**config.mk**
```make
export PLATFORM = sky130hd
export DESIGN_NAME = edge_delay_line
export DESIGN_NICKNAME = d
export VERILOG_FILES = /design/src/rtl/edge_delay_line.sv
export SDC_FILE = /design/constraint.sdc
export NUM_CORES = 1
export LEC_CHECK = 0
export ABC_CLOCK_PERIOD_IN_PS = 3600
export BUFFER_PORTS_ARGS = -buffer_cell sky130_fd_sc_hd__buf_2
export CAP_MARGIN = 20
export CORE_MARGIN = 2
export CORE_UTILIZATION = 46
export CTS_CLUSTER_SIZE = 40
export DETAILED_ROUTE_END_ITERATION = 10
export SYNTH_ARGS = -nofsm -noshare
export SYNTH_HDL_FRONTEND = slang
export SYNTH_SLANG_ARGS = --single-unit
```
**constraint.sdc**
```tcl
create_clock -name clk_x10 -period 3.6 [get_ports clk_x10]
set_clock_uncertainty 0.2 [all_clocks]
set_input_delay 0.18 -clock clk_x10 [delete_from_list [all_inputs] [get_ports clk_x10]]
set_output_delay 0.18 -clock clk_x10 [all_outputs]
set_load 0.005 [all_outputs]
```
**src/rtl/edge_delay_line.sv**
```systemverilog
// edge_delay_line: delays one colour-channel bitstream by a whole-waveform
// delay W and adds extra delay R to rising edges and F to falling edges.
// A change of any delay value blanks the output while the history refills.
//
// Edge shaping works on the tap window between nR = W+R and nF = W+F.
// When R >= F, the output is high only if every tap in [nF..nR] is high.
// A high pulse is therefore shortened by R-F, and it is removed when
// P <= R-F. When R < F, the output is high if any tap in [nR..nF] is high.
// Pulses are stretched by F-R, and low gaps shorter than F-R are filled.
// Two register stages follow the history (shape register, output register).
// A rising edge therefore appears 2+W+R edges after it is sampled, and a
// falling edge appears 2+W+F edges after it is sampled.
module edge_delay_line #(
  parameter int DELAY_WIDTH = 4
) (
  input  logic                   clk_x10,
  input  logic                   g_rst,
  input  logic                   data_in,
  input  logic                   inverse,
  input  logic [DELAY_WIDTH-1:0] whole_delay_value,
  input  logic [DELAY_WIDTH-1:0] rising_delay_value,
  input  logic [DELAY_WIDTH-1:0] falling_delay_value,
  output logic                   data_out,
  output logic                   settling
);

  localparam int MAX_TAP  = 2 * ((1 << DELAY_WIDTH) - 1);
  localparam int HIST_LEN = MAX_TAP + 1;
  localparam int TAP_W    = DELAY_WIDTH + 1;
  localparam int CNT_W    = $clog2(MAX_TAP + 1);
  localparam logic [CNT_W-1:0] CNT_RELOAD = CNT_W'(MAX_TAP);

  localparam logic [0:0] ST_RUN    = 1'b0;
  localparam logic [0:0] ST_SETTLE = 1'b1;

  logic [HIST_LEN-1:0]    r_hist;
  logic [DELAY_WIDTH-1:0] r_whole;
  logic [DELAY_WIDTH-1:0] r_rise;
  logic [DELAY_WIDTH-1:0] r_fall;
  logic [CNT_W-1:0]       r_count;
  logic [0:0]             r_state;
  logic                   r_shape;
  logic                   r_data_out;

  logic [TAP_W-1:0] w_tap_rise;
  logic [TAP_W-1:0] w_tap_fall;
  logic [TAP_W-1:0] w_lo;
  logic [TAP_W-1:0] w_hi;
  logic             w_rise_dominant;
  logic             w_win_and;
  logic             w_win_or;
  logic             w_shape;
  logic             w_change;
  logic [0:0]       w_next_state;

  // Tap positions are one bit wider than the delays, so the sum never wraps.
  assign w_tap_rise      = {1'b0, r_whole} + {1'b0, r_rise};
  assign w_tap_fall      = {1'b0, r_whole} + {1'b0, r_fall};
  assign w_rise_dominant = (r_rise >= r_fall);
  assign w_lo            = w_rise_dominant ? w_tap_fall : w_tap_rise;
  assign w_hi            = w_rise_dominant ? w_tap_rise : w_tap_fall;

  assign w_change = (whole_delay_value   != r_whole) ||
                    (rising_delay_value  != r_rise)  ||
                    (falling_delay_value != r_fall);

  // AND and OR reductions over the history taps inside [w_lo..w_hi]
  always_comb begin
    w_win_and = 1'b1;
    w_win_or  = 1'b0;
    for (int k = 0; k < HIST_LEN; k++) begin
      if ((TAP_W'(k) >= w_lo) && (TAP_W'(k) <= w_hi)) begin
        w_win_and = w_win_and & r_hist[k];
        w_win_or  = w_win_or  | r_hist[k];
      end
    end
  end

  assign w_shape = w_rise_dominant ? w_win_and : w_win_or;

  // Next state: a delay change always (re)enters SETTLE; an expired count returns to RUN
  always_comb begin
    w_next_state = r_state;
    if (w_change) begin
      w_next_state = ST_SETTLE;
    end else if ((r_state == ST_SETTLE) && (r_count == '0)) begin
      w_next_state = ST_RUN;
    end
  end

  // History shifts every edge, whatever the state
  always_ff @(posedge clk_x10 or posedge g_rst) begin
    if (g_rst) begin
      r_hist <= '0;
    end else begin
      r_hist <= {r_hist[HIST_LEN-2:0], data_in};
    end
  end

  // Active delay values, state and settle counter
  always_ff @(posedge clk_x10 or posedge g_rst) begin
    if (g_rst) begin
      r_whole <= '0;
      r_rise  <= '0;
      r_fall  <= '0;
      r_count <= '0;
      r_state <= ST_RUN;
    end else begin
      r_state <= w_next_state;
      if (w_change) begin
        r_whole <= whole_delay_value;
        r_rise  <= rising_delay_value;
        r_fall  <= falling_delay_value;
        r_count <= CNT_RELOAD;
      end else if ((r_state == ST_SETTLE) && (r_count != '0)) begin
        r_count <= r_count - CNT_W'(1);
      end
    end
  end

  // Shaped value, then output with polarity; blanked to idle level while settling
  always_ff @(posedge clk_x10 or posedge g_rst) begin
    if (g_rst) begin
      r_shape    <= 1'b0;
      r_data_out <= 1'b0;
    end else begin
      r_shape    <= w_shape;
      r_data_out <= (w_next_state == ST_RUN) ? (r_shape ^ inverse) : inverse;
    end
  end

  assign data_out = r_data_out;
  assign settling = (r_state == ST_SETTLE);

endmodule

```
* After elaboration in Yosys (flattened, before gate mapping)
Index checks and enable logic that the tools add are counted.
Widths: inputs -> output; s select.
** Storage, ports and cells
- Output and inout bits :: 2
- Word-level logic and storage cells :: 246
- Register bits :: 51
- Bits of input ports :: 16
** Operators by class
- Bitwise operators :: 61
- Reduce and logical (&&, ||, !) cells :: 38
- $lt $le $gt $ge :: 63
- Equality and inequality tests :: 3
- Mux-type cells :: 70
- Add/subtract/negate cells :: 3
** Operators by type and width (number)
- $ge 5x5->1 const A :: 15
- $le 5x5->1 const A :: 15
- $mux 1 :: 66
- $ge 4x5->1 const A :: 8
- $le 4x5->1 const A :: 8
- $logic_and 1x1->1 :: 33
- $and 1x1->1 :: 30
- $or 1x1->1 :: 30
- $ge 3x5->1 const A :: 4
- $le 3x5->1 const A :: 4
- $mux 5 :: 4
- $ne 4x4->1 :: 3
- $add 4x4->5 :: 2
- $ge 1x5->1 const A :: 2
- $ge 2x5->1 const A :: 2
- $le 1x5->1 const A :: 2
- $le 2x5->1 const A :: 2
- $logic_not 5->1 :: 1
- $reduce_bool 5->1 :: 1
- $sub 5x1->5 const B :: 1
- $ge 4x4->1 :: 1
- $logic_or 1x1->1 :: 2
- $reduce_bool 2->1 :: 1
- $xor 1x1->1 :: 1

* Depth between registers and ports, before layout
- Word-level depth :: 66
- Depth in mapped cells :: 14
- Gate-level depth less buffers :: 12

* Worst setup path after synthesis
OpenSTA, ideal clock, no wires.
- Path kind :: reg-to-reg
- From :: reg r_whole[0]
- To :: reg r_shape
- Slack :: 297 ps
- Buffers on the path :: 1
- Clock period less this slack :: 3303 ps
- Data arrival time :: 2967 ps
- Required time :: 3264 ps
- Stages on the path, launching flop included :: 14
- Cells stage by stage :: dfrtp_1 ha_1 inv_1 fa_1 buf_2 nand2b_4 nor3_1 a211o_1 a2111oi_0 o21a_1 nor4b_1 nor4b_1 and4b_1 o22ai_2
** Between the ends
- Cells in the longest elaborated chain, start to end :: 66
- Elaborated cells between the ends (all ways) :: 220
** Ends and longest elaborated chain
- start, declared :: RTL line 37 : logic [DELAY_WIDTH-1:0] r_whole;
- start signal, assigned :: RTL line 111 : r_whole <= whole_delay_value;
- $add 4x4->5, on equally long branches :: RTL line 57, 58
- $mux 5, on equally long branches :: RTL line 60, 61
- $ge 1x5->1 or $le 1x5->1 (tied branches) :: RTL line 72 : if ((TAP_W'(k) >= w_lo) && (TAP_W'(k) <= w_hi)) begin
- $logic_and 1x1->1 :: RTL line 72
- $mux 1 :: RTL line 72
- $or 1x1->1 or $and 1x1->1 (tied branches) :: RTL line 74, 73
- $mux 1 :: RTL line 72
- $or 1x1->1 or $and 1x1->1 (tied branches) :: RTL line 74, 73
- [... 51 more ...]
- $or 1x1->1 or $and 1x1->1 (tied branches) :: RTL line 74, 73
- $mux 1 :: RTL line 72
- $or 1x1->1 or $and 1x1->1 (tied branches) :: RTL line 74, 73
- $mux 1 :: RTL line 72
- $or 1x1->1 or $and 1x1->1 (tied branches) :: RTL line 74, 73
- $mux 1 :: RTL line 72
- $mux 1 (*) :: RTL line 79 : assign w_shape = w_rise_dominant ? w_win_and : w_win_or;
- net w_shape :: RTL line 52 : logic w_shape;
- end signal, assigned :: RTL line 127 : r_shape <= w_shape;
- end, declared :: RTL line 42 : logic r_shape;
Mark *: on every way through the listed nets, which the timed path passes. The rest lies on a longest branch.
A chain may end at the register's enable or synchronous reset.

* Worst setup path in the final report
Ends and elaborated chain as after synthesis.

==> metrics <==
status=finished, final reports clean; Synth Warn #=0; Net Count, Synth=slightly below 500; Final Max Slew Viols=0; first-pass GRT wire length=21000 µm; count leader, synth=dfrtp_1; Worst-path clk slew=approximately 0.1 ns; routability cong.=1.02; Yosys top cell by area=dfrtp_1; antenna-violating nets left=0; num ports=18; core area=between 8000 and 9000 µm²; final number of setup-violating endpoints=0; period utilisation layout=0.989; Rel. slew slack=0.395; crit start category=flop; max cap viols=0; residual DRC count=0; CP Capture Type=flop; Longest Clk Path Bufs=2; number of synthesized flops with an enable pin=0; largest net degree at the start of global routing=52; CP Data Required Time=3.64 ns; TritonCTS clock tree=built; top cells by count, synth=dfrtp_1 (51), nor2_1 (37), nand2_1 (30); count of input and output buffers=17; GRT Overall Usage=0.280; starting density of the core=0.478; TNS Setup=0 ns; vias in the first global route=3975; placed insts=between 600 and 700; CTS H-tree lvls=2; Die Y-Extent=approximately 97 µm; CTS sink count=between 50 and 60; TritonCTS Buffers=5; Util after Layout=0.628; GRT overflow=0; total number of vias=about 4200; DR pass1 iterations=7; Die X-Extent=96.6 µm; initial antenna violation count=0; FP Rows=33; setup ws final=0.0403 ns; synthesized area=approximately 3900 µm²; syn_area_per_cell=roughly 8.6 µm²; share of layout cells above drive strength 1=0.283; LEAKAGE=0.00214 µW; DIE AREA=approximately 9300 µm²; final WL=~13000 µm; sequential area share after synthesis=0.324; final hold viol count=0; actual slew at the worst max-slew pin=approximately 0.90 ns; Finished Cell Area=a little over 5000 µm²; crit path kind=flop to flop; clock insertion delay at the later pin of the skew report=approximately 0.31 ns; arrival time worst endpoint=~3.6 ns; synthesis-to-layout area growth=31.4%; Post-Syn Instances=458; maximum VDD drop=about 0.24 mV; fin crit period=approximately 3.6 ns; 1st-iter DRT viols=480; cells taking the most area after synthesis=dfrtp_1 (32%), ha_1 (4.4%), xnor2_1 (4.0%), a21oi_1 (3.6%), nor2_1 (3.5%); fin cells=between 600 and 700; final net count=576; Synth Register Bits=51; number of diodes=0; routed vias/inst=6.40; Root Buffer=clkbuf_8; Post-Place Worst Slack=-0.256 ns; asr flop ratio synth=1.00; unique cell type count in the Yosys netlist=73; CP Max Fanout=5; PD cells=394 nW/µm²; placed cell area=about 4600 µm²; DP Wirelength=around 10000 µm; dominant synthesized flop cell=dfrtp_1; HP Class=flop to flop; Max Freq=between 0.2 and 0.3 GHz; WL/cell=20.2 µm; Synth top area share=0.324
[flip-flops by register name, indices dropped and copies added (netlist names)]
name      cells
data_out      1
r_count       5
r_fall        4
r_hist       31
r_rise        4
r_shape       1
r_whole       4
settling      1
[routing by layer]
metal	vias to the layer above	GRT usage	wire (µm)
met5	-	0	0
met4	0	0.0943	582
met3	55	0.0484	1220
met2	237	0.430	5830
met1	1967	0.399	5520
li1	1898	-	-
[power by group]
group | internal (µW) | total (µW) | switching (µW)
Sequential | 601 | 630 | 29.3
Clock | 277 | 480 | 202
Combinational | 403 | 933 | 531
[path summary, 6_finish.rpt]
kind	from	to	slack [ns]	cells after the start
min reg2reg	r_hist[4]	r_hist[5]	0.20	0
min in group asynchronous	g_rst	data_out	0.22	3
max in group asynchronous	g_rst	r_hist[1]	2.45	4
max reg2reg	r_whole[0]	r_shape	0.04	14
min	r_hist[4]	r_hist[5]	0.20	0
max	r_whole[0]	r_shape	0.04	14
[timing repair]
action	CTS	global route
buffers inserted	0	2
setup endpoints to repair	1	1
pin swaps	0	8
endpoints found under the hold margin	65	0
hold buffers	15	0
resized for setup	7	43
[worst max-delay path: stages (launching register included)]
cell       delay, ns
dfrtp_1         0.39
ha_2            0.21
inv_2           0.04
fa_2            0.40
buf_4           0.16
xnor2_2         0.27
buf_4           0.22
nor2_1          0.06
a2111oi_0       0.54
o221ai_1        0.27
buf_4           0.18
o211ai_1        0.17
nor3_1          0.08
and4b_1         0.20
o22ai_2         0.08
[layout make-up]
class	instances	area (µm²)
Inverter	29	109
Timing Repair Buffer	111	878
Multi-Input combinational cell	346	2650
Fill cell	708	3070
Sequential cell	51	1280
Clock inverter	3	67.6
Clock buffer	5	68.8
Tap cell	105	131
[metrics by stage]
step	hold slack (ns)	total power [µW]
finish	0.205	2040
global route	0.210	2140
CTS	0.205	1950
detailed placement	0.0930	1450
global placement	0.0918	1460
floorplan	0.0114	1120
[cells by family after synthesis]
group                      count (synthesis)  synth area share
and+or+nand+nor                          142             0.186
DFF                                       51             0.324
xor gates and xnor gates                  20            0.0444
AOI/OAI and AO/OA                        165             0.320
buffers and inverters                     61            0.0634
adders and majority gates                 16            0.0546
muxes                                      3           0.00825
[layout by cell type (no fill, tap or decap), types with 4 or more instances in the layout]
master / instances
nand3_1: 10
o211ai_1: 8
nor2_1: 34
buf_2: 17
dfrtp_1: 51
buf_12: 4
a2111oi_2: 8
nand2b_1: 8
o2111ai_1: 8
a2111oi_0: 4
ha_1: 11
nor2b_1: 5
nand4_1: 6
o2bb2ai_1: 6
xnor2_1: 16
and2_1: 4
nand2_1: 28
o21ai_0: 21
o31ai_1: 4
nor2_2: 4
a21o_1: 4
nor3_1: 11
o21a_1: 4
and3_1: 6
clkbuf_8: 5
inv_1: 27
o21ai_1: 6
buf_4: 75
dlygate4sd3_1: 15
a21oi_1: 26
nor4_1: 4
a211oi_1: 7
Power figures use the tool's default switching activity.
